### src/rtl/imem_loader.sv
// Instruction-memory loader: stalls the CPU while a little-endian byte stream
// is packed into words and written to memory, then drains for a few cycles.
module imem_loader #(
    parameter int              N         = 32,
    parameter int              AW        = 7,
    parameter int              FLUSH_CYC = 3,
    parameter logic [N-1:0]    NOP       = 32'h8b1f03ff
) (
    input  logic          clk,
    input  logic          reset,
    input  logic          start,
    input  logic [AW:0]   load_words,
    input  logic          abort,
    input  logic          rx_valid,
    input  logic [7:0]    rx_data,
    output logic          rx_ready,
    input  logic [AW-1:0] cpu_addr,
    output logic [N-1:0]  cpu_q,
    output logic          cpu_hold,
    output logic [AW-1:0] mem_addr,
    output logic          mem_we,
    output logic [N-1:0]  mem_wdata,
    input  logic [N-1:0]  mem_q,
    output logic          busy,
    output logic          done,
    output logic          err,
    output logic [1:0]    dbg_state
);

    typedef enum logic [1:0] {
        S_RUN   = 2'd0,
        S_LOAD  = 2'd1,
        S_FLUSH = 2'd2
    } state_t;

    localparam int FW = (FLUSH_CYC > 1) ? $clog2(FLUSH_CYC) : 1;

    // Handshake: a byte moves on a rising edge where rx_valid and rx_ready
    // are both high; rx_ready depends only on registered state.
    state_t          state_q, state_d;
    logic [1:0]      byte_cnt_q, byte_cnt_d;
    logic [23:0]     asm_q, asm_d;
    logic [AW-1:0]   waddr_q, waddr_d;
    logic [AW:0]     target_q, target_d;
    logic [AW:0]     issued_q, issued_d;
    logic [FW-1:0]   flush_cnt_q, flush_cnt_d;
    logic            mem_we_q, mem_we_d;
    logic [N-1:0]    mem_wdata_q, mem_wdata_d;
    logic            done_q, done_d;
    logic            err_q, err_d;
    logic            accept;

    always_ff @(posedge clk or posedge reset) begin
        if (reset) begin
            state_q     <= S_RUN;
            byte_cnt_q  <= '0;
            asm_q       <= '0;
            waddr_q     <= '0;
            target_q    <= '0;
            issued_q    <= '0;
            flush_cnt_q <= '0;
            mem_we_q    <= 1'b0;
            mem_wdata_q <= '0;
            done_q      <= 1'b0;
            err_q       <= 1'b0;
        end else begin
            state_q     <= state_d;
            byte_cnt_q  <= byte_cnt_d;
            asm_q       <= asm_d;
            waddr_q     <= waddr_d;
            target_q    <= target_d;
            issued_q    <= issued_d;
            flush_cnt_q <= flush_cnt_d;
            mem_we_q    <= mem_we_d;
            mem_wdata_q <= mem_wdata_d;
            done_q      <= done_d;
            err_q       <= err_d;
        end
    end

    // Stop accepting bytes once every requested word has been assembled.
    assign rx_ready = (state_q == S_LOAD) && (issued_q != target_q);
    assign accept   = rx_valid && rx_ready;

    always_comb begin
        state_d     = state_q;
        byte_cnt_d  = byte_cnt_q;
        asm_d       = asm_q;
        waddr_d     = waddr_q;
        target_d    = target_q;
        issued_d    = issued_q;
        flush_cnt_d = flush_cnt_q;
        mem_we_d    = 1'b0;
        mem_wdata_d = mem_wdata_q;
        done_d      = 1'b0;
        err_d       = err_q;

        if (mem_we_q) begin
            waddr_d = waddr_q + 1'b1;
        end

        case (state_q)
            S_RUN: begin
                if (start) begin
                    state_d    = S_LOAD;
                    target_d   = (load_words == '0) ? {1'b1, {AW{1'b0}}} : load_words;
                    byte_cnt_d = '0;
                    waddr_d    = '0;
                    issued_d   = '0;
                    err_d      = 1'b0;
                end
            end
            S_LOAD: begin
                if (abort) begin
                    state_d     = S_FLUSH;
                    err_d       = 1'b1;
                    byte_cnt_d  = '0;
                    flush_cnt_d = '0;
                end else begin
                    if (accept) begin
                        byte_cnt_d = byte_cnt_q + 2'd1;
                        case (byte_cnt_q)
                            2'd0:    asm_d[7:0]   = rx_data;
                            2'd1:    asm_d[15:8]  = rx_data;
                            2'd2:    asm_d[23:16] = rx_data;
                            default: begin
                                mem_wdata_d = N'({rx_data, asm_q});
                                mem_we_d    = 1'b1;
                                issued_d    = issued_q + 1'b1;
                            end
                        endcase
                    end
                    if (mem_we_q && (issued_q == target_q)) begin
                        state_d     = S_FLUSH;
                        flush_cnt_d = '0;
                    end
                end
            end
            S_FLUSH: begin
                if (flush_cnt_q == FW'(FLUSH_CYC - 1)) begin
                    state_d = S_RUN;
                    done_d  = 1'b1;
                end else begin
                    flush_cnt_d = flush_cnt_q + 1'b1;
                end
            end
            default: state_d = S_RUN;
        endcase
    end

    assign cpu_hold  = (state_q != S_RUN);
    assign busy      = cpu_hold;
    assign cpu_q     = (state_q == S_RUN) ? mem_q : NOP;
    assign mem_addr  = (state_q == S_RUN) ? cpu_addr : waddr_q;
    assign mem_we    = mem_we_q;
    assign mem_wdata = mem_wdata_q;
    assign done      = done_q;
    assign err       = err_q;
    assign dbg_state = state_q;

endmodule

### config.mk
export PLATFORM = sky130hd
export DESIGN_NAME = imem_loader
export DESIGN_NICKNAME = d
export VERILOG_FILES = /design/src/rtl/imem_loader.sv
export SDC_FILE = /design/constraint.sdc
export NUM_CORES = 1
export LEC_CHECK = 0
export ABC_AREA = 1
export ABC_CLOCK_PERIOD_IN_PS = 2400
export BUFFER_PORTS_ARGS = -buffer_cell sky130_fd_sc_hd__buf_2
export CAP_MARGIN = 10
export CORE_UTILIZATION = 46
export CTS_CLUSTER_SIZE = 14
export DETAILED_ROUTE_END_ITERATION = 6
export GPL_ROUTABILITY_DRIVEN = 0
export PLACE_DENSITY_LB_ADDON = 0.2
export SYNTH_ARGS = -nofsm -noshare
export SYNTH_HDL_FRONTEND = slang
export SYNTH_SLANG_ARGS = --single-unit
### constraint.sdc
create_clock -name clk -period 2.4 [get_ports clk]
set_input_delay 0.24 -clock clk [delete_from_list [all_inputs] [get_ports clk]]
set_output_delay 0.24 -clock clk [all_outputs]
set_load 0.005 [all_outputs]
==> flow_metrics.tcl <==
set metrics [dict create \
    cp-end-kind "output port" \
    grt_pass1_wl_microns 16300 \
    critical_path.top_delay_family "flip-flops" \
    synth-simple-area-share_pct 34.2 \
    hold_viol_final 0 \
    fp-row-count 34 \
    violations "design-rule violations" \
    synth_largest_area_cell "dfrtp_1" \
    cp.arrival_ns 1.77 \
    hold_class "in2async" \
    dieWidth_microns 98.2 \
    io_buffers 138 \
    worst-slew-pin-transition_ns 0.461 \
    grt_overflow 0 \
    finalNetCount 738 \
    crit_buf_inv 3 \
    synth_area_sq_mm 0.00425 \
    start_util_pct 48.1 \
    cp_slowest_stage_delay_ns 0.49 \
    synth_fa_ha_area_share_pct 2.06 \
    drc 13 \
    cts_buffer_depth 2 \
    areaGrowthSynthToFinish_pct 22.5 \
    drt_iter0_markers 152 \
    synth_most_common_cell "nand2_1" \
    num_vias 3716 \
    power_density_mw_per_mm2 831 \
    cts_sinks 88 \
    post_cts_hold_buffer_count 0 \
    h-tree-depth 3 \
    finalSetupViolCount 0 \
    post_cts_buffers 0 \
    die_h_microns 98.2 \
    core_area_sq_mm 0.00885 \
    dp_hpwl_microns 7120 \
    dr.pass1.iters 7 \
    p_leak_uw 0.00304 \
    max_freq_mhz 498 \
    cp_max_fo 34 \
    cp_data_required_time_ns 2.16 \
    viasPerCell 4.74 \
    grt_pass1_vias 3623 \
    final_cells 784 \
    irDropWorstVdd_mv 0.350 \
    yosysWarnings 0 \
    startpoint_type "register" \
    async_reset_ff_share_pct 100 \
    slew_viol_final 0 \
    synth_area_leaders "dfrtp_1, nand2_1, inv_1, or2_2, nor2_1" \
    synth_xor_area_share_pct 1.03 \
    placed_cell_area_sq_mm 0.00503 \
    drive_gt1_share_pct 30.3 \
    ys_ff_latch 88 \
    cp_slowest_cell "dfrtp_1" \
    grt_usage_pct 21.0 \
    fin_area_sq_mm 0.00521 \
    wl_per_cell_microns 12.4 \
    die-area_sq_mm 0.00964 \
    finalCriticalPeriod_ns 2.01 \
    cap_violations 0 \
    routed_wl_microns 9750 \
    finalCritPeriodShare_pct 83.7 \
    dp.cells 768 \
    synthDistinctLibCells 29 \
    worst-setup-path-type "reg2out" \
    synth-seq-area-share_pct 51.8 \
    root_buffer "clkbuf_8" \
    synth_top_area_share_pct 51.8 \
    syn_area_per_cell_sq_um 8.03 \
    totalNegativeSetupSlack_ns 0 \
    synth_flop_cell "dfrtp_1" \
    status "complete, but fails checks" \
    path_clk_slew_ns 0.10 \
    synthMuxAreaShare_pct 0 \
    grt_max_degree 89 \
    rsz0062_at_grt "no" \
    n_antenna_cell 0 \
    antenna_left 0 \
    synth_cells 530 \
    syn-num-nets 597 \
    clock_latency_ns 0.36 \
    postLayoutCoreUtil_pct 58.9 \
    cts_resized 0 \
    cts_tree "yes" \
    synth_top_family_by_area "simple AND/OR/NAND/NOR gates" \
    synth_compound_area_share_pct 4.18 \
    io_pins 139 \
    synth_edf_count 0 \
    antenna_found_initial 0 \
    crit_chain "nor2_2 > inv_1 > buf_4 > or2_2 > buf_2" \
    yosys-top-cells-count "nand2_1, dfrtp_1, inv_1" \
    slew_headroom_pct 69.3 \
    cts-buffers-inserted 9 \
    finClkSkew_ns 0.0186 \
]
==> power by group <==
part / switching (uW) / internal [uW] / total, uW
registers: 178 / 1710 / 1880
logic: 899 / 611 / 1510
clock network: 548 / 391 / 939
total: 1620 / 2710 / 4330
==> layout by cell type, fill, tap and decap left out <==
cell	netlist	layout
ha_1	7	7
nand2_4	1	1
xnor2_1	3	3
nand3_1	12	12
nand4_1	1	1
buf_12	0	1
a22o_1	1	1
buf_2	1	138
o21ai_2	1	1
nor4_1	3	3
inv_4	2	2
or2_2	20	20
nor2_4	5	5
nand2_1	246	246
clkbuf_8	0	9
a21oi_1	11	11
xor2_1	2	2
inv_1	42	41
nor2_8	2	2
nor2_2	3	3
clkbuf_1	5	1
o21ai_0	21	21
inv_6	0	2
clkinv_2	0	1
nand2_2	5	5
nand4_4	1	1
nor3_1	4	4
clkinv_4	0	1
nand3_2	1	1
clkinvlp_4	0	2
buf_4	1	4
dfrtp_1	88	88
inv_2	5	5
nor2_1	30	30
inv_8	0	1
==> state kept, by name, indices dropped and copies added, names as in the netlist <==
| register | count |
|---|---|
| dbg_state | 2 |
| done | 1 |
| flush_cnt_q | 2 |
| asm_q | 24 |
| waddr_q | 7 |
| err | 1 |
| mem_we | 1 |
| issued_q | 8 |
| mem_wdata | 32 |
| byte_cnt_q | 2 |
| target_q | 8 |
==> kinds of logic after synthesis <==
group | after synthesis
buffers and inverters | 62
and+or+nand+nor | 334
xor gates and xnor gates | 5
DFF | 88
adders and majority gates | 7
AOI/OAI and AO/OA | 34
==> worst register-to-register path, cell delays in order (launching register included) <==
cell and delay [ns]:
dfrtp_1 0.45, inv_2 0.09, nand2_1 0.07, nand2_1 0.05, nand2_1 0.08, nor2_2 0.07
nand2_4 0.09, nand4_4 0.12, nor2_8 0.29, buf_4 0.27, nand2_1 0.07, nand2_1 0.08
==> per-stage QoR <==
| step | setup WS (ns) | hold WS, ns | power (uW) |
|---|---|---|---|
| after floorplan | 0.912 | 0.357 | 2860 |
| after global placement | 0.696 | 0.410 | 3380 |
| after detailed placement | 0.602 | 0.417 | 3430 |
| after CTS | 0.364 | 0.0296 | 4390 |
| after global routing | 0.298 | 0.0578 | 4670 |
| final | 0.391 | 0.00642 | 4330 |
==> layout make-up <==
type	instances	area, sq um
timing repair buffer	143	741
clock inverter	6	50.0
clock buffer	10	128
inverter	49	193
tap	108	135
fill	819	3640
sequential	88	2200
multi-input combinational	380	1760
==> per-layer routing <==
layer	GRT usage, %	up-vias	wire length [microns]
met2	38.0	102	4920
met1	24.8	1705	4150
met3	3.87	12	505
met5	0	-	0
li1	-	1897	-
met4	7.69	0	178
==> final timing paths <==
kind,startpoint,end,slack [ns],cells after the start
worst max-delay path,dbg_state[1],cpu_q[2],0.39,5
worst min-delay path,reset,mem_wdata[15],0.006,3
worst max register to register,issued_q[4],mem_wdata[2],0.62,11
worst min register to register,mem_wdata[15],mem_wdata[15],0.47,2
max in group asynchronous,reset,target_q[1],2.03,3
min in group clk,load_words[2],target_q[2],0.10,3
(Power assumes the default switching activity.)
